`src/rtl/timing_gen.sv`:
```
// Beat (W1..W3) and phase (T1..T3) generator for the hardwired controller.
// Optional single-beat stepping input STEP is compiled in with `define TIMING_STEP_EN.
module timing_gen #(
  parameter int PHASES = 3,
  parameter int CNT_W  = 16
) (
  input  logic             CLK,
  input  logic             CLR,
  input  logic             QD,
  input  logic             SHORT,
  input  logic             LONG,
  input  logic             STOP,
`ifdef TIMING_STEP_EN
  input  logic             STEP,
`endif
  output logic [3:1]       W,
  output logic             T1,
  output logic             T2,
  output logic             T3,
  output logic             RUN,
  output logic [CNT_W-1:0] BEATS
);

  localparam int PW = $clog2(PHASES);
  localparam logic [PW-1:0] P_LAST = PW'(PHASES - 1);

  typedef enum logic {
    S_HALT = 1'b0,
    S_RUN  = 1'b1
  } state_t;

  state_t           state_q, state_d;
  logic [PW-1:0]    p_q, p_d;
  logic [3:1]       w_q, w_d;
  logic [CNT_W-1:0] beats_q, beats_d;
  logic             q1_q, q2_q, q3_q;
  logic             start;
  logic             stop_eff;
  logic             w_legal;
  logic [3:1]       w_adv;

`ifdef TIMING_STEP_EN
  assign stop_eff = STOP | STEP;
`else
  assign stop_eff = STOP;
`endif

  assign start   = q2_q & ~q3_q;
  assign w_legal = (w_q == 3'b001) || (w_q == 3'b010) || (w_q == 3'b100);

  // SHORT only matters in W1 and LONG only in W2; SHORT takes priority in W1.
  always_comb begin
    w_adv = 3'b001;
    case (w_q)
      3'b001:  w_adv = SHORT ? 3'b001 : 3'b010;
      3'b010:  w_adv = LONG  ? 3'b100 : 3'b001;
      default: w_adv = 3'b001;
    endcase
  end

  always_comb begin
    state_d = state_q;
    p_d     = p_q;
    w_d     = w_q;
    beats_d = beats_q;
    case (state_q)
      S_HALT: begin
        p_d = '0;
        if (start) state_d = S_RUN;
      end
      S_RUN: begin
        if (p_q == P_LAST) begin
          p_d     = '0;
          beats_d = beats_q + 1'b1;
          w_d     = w_adv;
          if (stop_eff) state_d = S_HALT;
        end else begin
          p_d = p_q + 1'b1;
        end
      end
      default: state_d = S_HALT;
    endcase
    if (!w_legal) w_d = 3'b001;
  end

  always_ff @(posedge CLK) begin
    if (CLR) begin
      state_q <= S_HALT;
      p_q     <= '0;
      w_q     <= 3'b001;
      beats_q <= '0;
      q1_q    <= 1'b0;
      q2_q    <= 1'b0;
      q3_q    <= 1'b0;
    end else begin
      state_q <= state_d;
      p_q     <= p_d;
      w_q     <= w_d;
      beats_q <= beats_d;
      q1_q    <= QD;
      q2_q    <= q1_q;
      q3_q    <= q2_q;
    end
  end

  assign RUN   = (state_q == S_RUN);
  assign W     = w_q;
  assign BEATS = beats_q;
  assign T1    = RUN && (p_q == '0);
  assign T3    = RUN && (p_q == P_LAST);
  assign T2    = RUN && (p_q != '0) && (p_q != P_LAST);

endmodule

```
`config.mk`:
```
export PLATFORM = sky130hd
export DESIGN_NAME = timing_gen
export DESIGN_NICKNAME = d
export VERILOG_FILES = /design/src/rtl/timing_gen.sv
export SDC_FILE = /design/constraint.sdc
export NUM_CORES = 1
export LEC_CHECK = 0
export ABC_AREA = 1
export CORE_MARGIN = 2
export CORE_UTILIZATION = 50
export CTS_BUF_LIST = sky130_fd_sc_hd__clkbuf_4 sky130_fd_sc_hd__clkbuf_8
export DETAILED_ROUTE_END_ITERATION = 8
export PLACE_DENSITY_LB_ADDON = 0.15
export SLEW_MARGIN = 20
export SYNTH_ARGS = -nofsm -noshare
export SYNTH_HDL_FRONTEND = slang
export SYNTH_SLANG_ARGS = --single-unit
export TNS_END_PERCENT = 100
```
`constraint.sdc`:
```
create_clock -name CLK -period 3.1 [get_ports CLK]
set_clock_uncertainty 0.15 [all_clocks]
set_input_delay 0.93 -clock CLK [delete_from_list [all_inputs] [get_ports CLK]]
set_output_delay 0.93 -clock CLK [all_outputs]
set_load 0.05 [all_outputs]
```
==> results of run 1 <==
stage by stage:
| step | util, % | hold WS, ps |
|---|---|---|
| 2_1_floorplan | - | 238 |
| 3_3_place_gp | 67.7 | 242 |
| 3_5_place_dp | 67.7 | 250 |
| 4_1_cts | 69.0 | 271 |
| 5_1_grt | 69.0 | 291 |
| 6_report | 69.0 | 266 |
Yosys cell counts (2+ instances only):
library cell and n:
nand3_1 9, ha_1 3, nand2_2 2, a21oi_1 10, inv_1 25, nor3_1 3
dfxtp_1 25, o21ai_0 9, nand2_1 40, o21bai_1 3, nand3b_1 2, nor2_1 35
path summary, 6_finish.rpt:
path / start / end / slack (ps) / cells after the start
worst max-delay path: p_q[0] / T1 / 220 / 5
worst min-delay path: q1_q / q2_q / 270 / 2
worst max register to register: p_q[0] / BEATS[13] / 1270 / 10
worst min register to register: q1_q / q2_q / 270 / 2
power breakdown:
group,switching (mW),internal (mW),total [mW]
Clock,0.104,0.0526,0.157
Sequential,0.00162,0.324,0.326
Combinational,0.0166,0.0133,0.0300
Total,0.123,0.390,0.513
worst reg2reg max path, delay by kind of cell, from the launching register on:
kind	cells	cell delay (ps)
and+or+nand+nor	6	670
adders and majority gates	1	220
DFF	1	350
buffers and inverters	3	390
sequential cells by signal (all words and copies together) (netlist names):
register and flops:
q2_q 1, RUN 1, BEATS 16, q3_q 1
W 3, q1_q 1, p_q 2
per-layer routing:
metal | share of wire [%] | global-route usage [%] | routed length (µm) | vias up
li1 | - | - | - | 615
met1 | 46 | 25.7 | 1120 | 512
met2 | 47 | 36.3 | 1130 | 35
met3 | 5.6 | 3.67 | 135 | 6
met4 | 1.4 | 8.12 | 33 | 0
met5 | 0 | 0 | 0 | -
kinds of logic (layout without fill, tap and decap cells):
kind of cell	after synthesis	count (layout)	share of synthesized area [%]
flip-flops	25	25	41.7
AND/OR/NAND/NOR	97	97	35.6
buffers and inverters	29	61	9.80
adder cells (fa/ha/maj)	3	3	3.13
AO/OA/AOI/OAI	22	22	9.80
layout make-up:
type | count | area, µm²
clock buffer | 3 | 22.5
clock inverter | 1 | 8.76
fill | 200 | 692
inverter | 27 | 101
multi-input combinational | 122 | 582
sequential | 25 | 500
tap | 28 | 35.0
timing repair buffer | 30 | 292
==> metrics.yaml, run 1 <==
status: "finished, final reports clean"
cp_slowest_stage_delay_ps: 790
hpwl_um: 1900
hold_buffers: 0
synth_edf_count: 0
fp.dieW_um: 53.0
cts_root_buf: "clkbuf_4"
final_cell_mix: "40 x nand2_1, 35 x nor2_1, 26 x clkdlybuf4s50_1"
tightest_slew_ps: 506
seq_area_frac_synth_pct: 41.7
final_common_cell: "nand2_1"
cts_buffer_depth: 2
hold_violations: 0
diodes: 0
crit_family: "buffers and inverters"
crit_required_ps: 2020
yosys.area.top_type: "dfxtp_1"
drive_gt1_share_pct: 6.25
grt_pass1_wl_um: 4360
gr-total-overflow: 0
num_vias: 1168
hold_class: "reg2reg"
leakage_nw: 0.626
portBuffers: 28
tritoncts: "done"
maxCapViolations: 0
post-route-min-period_ps: 2880
dp.cells: 232
synth_top_area_share_pct: 41.7
postCtsSetupRepairBufs: 0
setup_viol: 0
core-area_um2: 2230
rows: 17
crit_buf_inv: 3
p_total_mw: 0.513
ys_warn_count: 0
start_util_pct: 53.7
cp_common_cell: "inv_1"
worst_ep_arrival_time_ps: 1800
synthesis.area_per_instance_um2: 6.82
irDropWorstVdd_uv: 273
clkLatencyLatePin_ps: 320
fp.dieArea_um2: 2810
wl_per_cell_um: 10.3
timing.final.ws_setup_ps: 221
maxSlewViolCount: 0
gp_congestion: 0.763
critPathMaxFanout: 2
postRouteAntennaNets: 0
fmax_mhz: 347
timing.final.crit_share_pct: 92.9
nets: 218
synthTopCellsByArea: "dfxtp_1 42%, nand2_1 13%, nor2_1 11%"
placed_area_um2: 1510
wirelength_um: 2430
p_per_area_nw_per_um2: 333
grt_usage_pct: 21.0
grt_pass1_vias: 1049
ctsResizeCount: 1
end_kind: "output pin"
finalSetupTns_ps: 0
drt-pass1-iter-count: 4
finalNonFillerCells: 236
ys.flop_type: "dfxtp_1"
pre_cts_ws_ps: 377
syn_area_um2: 1200
drcViolationCount: 0
syn_inst: 176
antenna_found_initial: 0
worst_path_max_delay_cell: "clkdlybuf4s50_1"
path_cells: "inv_1, ha_1, nand2_1, inv_1, clkdlybuf4s50_1"
ys_ff_latch: 25
io_pins: 29
synth_cell_types: 22
slew_headroom_pct: 66.2
clk_pin_slew_ps: 140
drtIter0Drc: 12
htreeDepth: 1
synthArstFlopShare_pct: 0
avgViaCountPerCell: 4.95
path_class: "reg2out"
grt_max_degree: 17
syn2layout_area_growth_pct: 28.5
die_h_um: 53.0
synth_fp_nets: 185
rsz0062_at_grt: "no"
start_kind: "flop"
fin_area_um2: 1540
cts_made_buffers: 3
clock-sinks: 25
Power figures use the tool's default switching activity.
==> run 2, diff against run 1 <==
--- a/config.mk
+++ b/config.mk
@@ -11,6 +11,7 @@
 export CTS_BUF_LIST = sky130_fd_sc_hd__clkbuf_4 sky130_fd_sc_hd__clkbuf_8
 export DETAILED_ROUTE_END_ITERATION = 8
 export PLACE_DENSITY_LB_ADDON = 0.15
+export REMOVE_ABC_BUFFERS = 1
 export SLEW_MARGIN = 20
 export SYNTH_ARGS = -nofsm -noshare
 export SYNTH_HDL_FRONTEND = slang
==> run 2 against run 1 <==
Against the previous run:
- critical path depth unchanged
- register-to-register slack worse by 70 ps
- clock power down 4%
- non-clock buffer count down 1
- first-iteration DRC count up 130%
- largest cell class unchanged
- highest routed layer unchanged
==> metrics.yaml, run 2 (same netlist as run 1, synthesis figures left out) <==
wirelength_um: 2490
n_fill_cell: 194
setup_viol: 0
hold_buffers: 0
start_kind: "flop"
r2r_start: "p_q[0]"
utilization_pct: 68.8
clk_pin_slew_ps: 130
min_path_cells: 2
clkLatencyLatePin_ps: 320
clock-sinks: 25
path_class: "reg2out"
drive_gt1_share_pct: 5.80
irDropWorstVdd_uv: 254
tightest_slew_ps: 503
critPathMaxFanout: 11
cts_buffer_depth: 2
whs_endpoint: "q2_q"
fp.dieArea_um2: 2810
num_vias: 1170
core-area_um2: 2230
syn2layout_area_growth_pct: 28.0
grt_max_degree: 14
diodes: 0
start_util_pct: 53.7
drtIter0Drc: 27
grt_pass1_wl_um: 4150
fp.dieW_um: 53.0
maxSlewViolCount: 0
final_cell_mix: "40 x nand2_1, 35 x nor2_1, 26 x clkdlybuf4s50_1"
rows: 17
crit_required_ps: 2020
rrSetupSlack_ps: 1200
htreeDepth: 1
timing.final.crit_share_pct: 93.2
avgViaCountPerCell: 4.98
gr-total-overflow: 0
status: "finished, final reports clean"
drt-pass1-iter-count: 4
worstHoldStart: "q1_q"
hold_violations: 0
nets: 217
gp_congestion: 0.871
holdWs_ps: 272
p_per_area_nw_per_um2: 330
tritoncts: "done"
cts_root_buf: "clkbuf_4"
io_pins: 29
antenna_found_initial: 0
maxCapViolations: 0
hold_class: "reg2reg"
finalSetupTns_ps: 0
leakage_nw: 0.634
largest_reg_flops: 16
hpwl_um: 1890
post-route-min-period_ps: 2890
cts_made_buffers: 3
portBuffers: 28
grt_pass1_vias: 1011
slew_headroom_pct: 66.4
final_common_cell: "nand2_1"
grt_usage_pct: 20.4
worst_ep_arrival_time_ps: 1810
postCtsSetupRepairBufs: 0
rsz0062_at_grt: "no"
drcViolationCount: 0
die_h_um: 53.0
postRouteAntennaNets: 0
fmax_mhz: 346
r2r-end: "BEATS[13]"
wl_per_cell_um: 10.6
ff2ff_path_depth: 9
end_kind: "output pin"
==> run 2: cell type report <==
| cell class | count | area, µm² | area share, % |
|---|---|---|---|
| clock buffers | 4 | 30.0 | 1.95 |
| inverters | 27 | 101 | 6.60 |
| multi-input cells | 122 | 582 | 37.9 |
| flip-flops and latches | 25 | 500 | 32.6 |
| well taps | 28 | 35.0 | 2.28 |
| repair buffers | 29 | 288 | 18.7 |
==> run 2: report_power, final <==
group	internal, mW	leakage (nW)	switching, mW
combinational	0.0133	0.414	0.0173
sequential	0.324	0.202	0.00171
clock	0.0591	0.0184	0.0913
total	0.396	0.634	0.110
==> run 2: metal layers <==
| layer | routed length, µm | track usage [%] |
|---|---|---|
| met1 | 1150 | 26.0 |
| met2 | 1120 | 33.1 |
| met3 | 176 | 3.11 |
| met4 | 45 | 10.3 |
| met5 | 0 | 0 |
==> run 2: worst max-delay path, stage by stage, from the launching register on <==
cell and delay [ps]:
dfxtp_1 350, inv_1 60, ha_1 220, nand2_2 220, clkinv_1 330, buf_4 300
==> run 2: worst max path at each step <==
stage	start	to	cells past startpoint
floorplan	RUN	T2	2
global placement	p_q[0]	T2	6
detailed placement	p_q[0]	T2	6
CTS	p_q[0]	T2	6
global route	p_q[0]	T3	5
finish	p_q[0]	T3	5
==> run 2: repair_timing <==
action | CTS | global route
gates resized for setup | 0 | 1
endpoints found under the setup margin | 0 | 1
endpoints found under the hold margin | 0 | 0
==> run 2: stage by stage <==
step | power [mW] | std cells | cell area (µm²) | worst slack (ps)
after floorplan | 0.349 | 174 | 1180 | 571
after global placement | 0.362 | 231 | 1500 | 470
after detailed placement | 0.363 | 231 | 1500 | 426
after CTS | 0.513 | 235 | 1530 | 48.6
after global routing | 0.527 | 235 | 1540 | 118
final | 0.507 | 235 | 1540 | 212
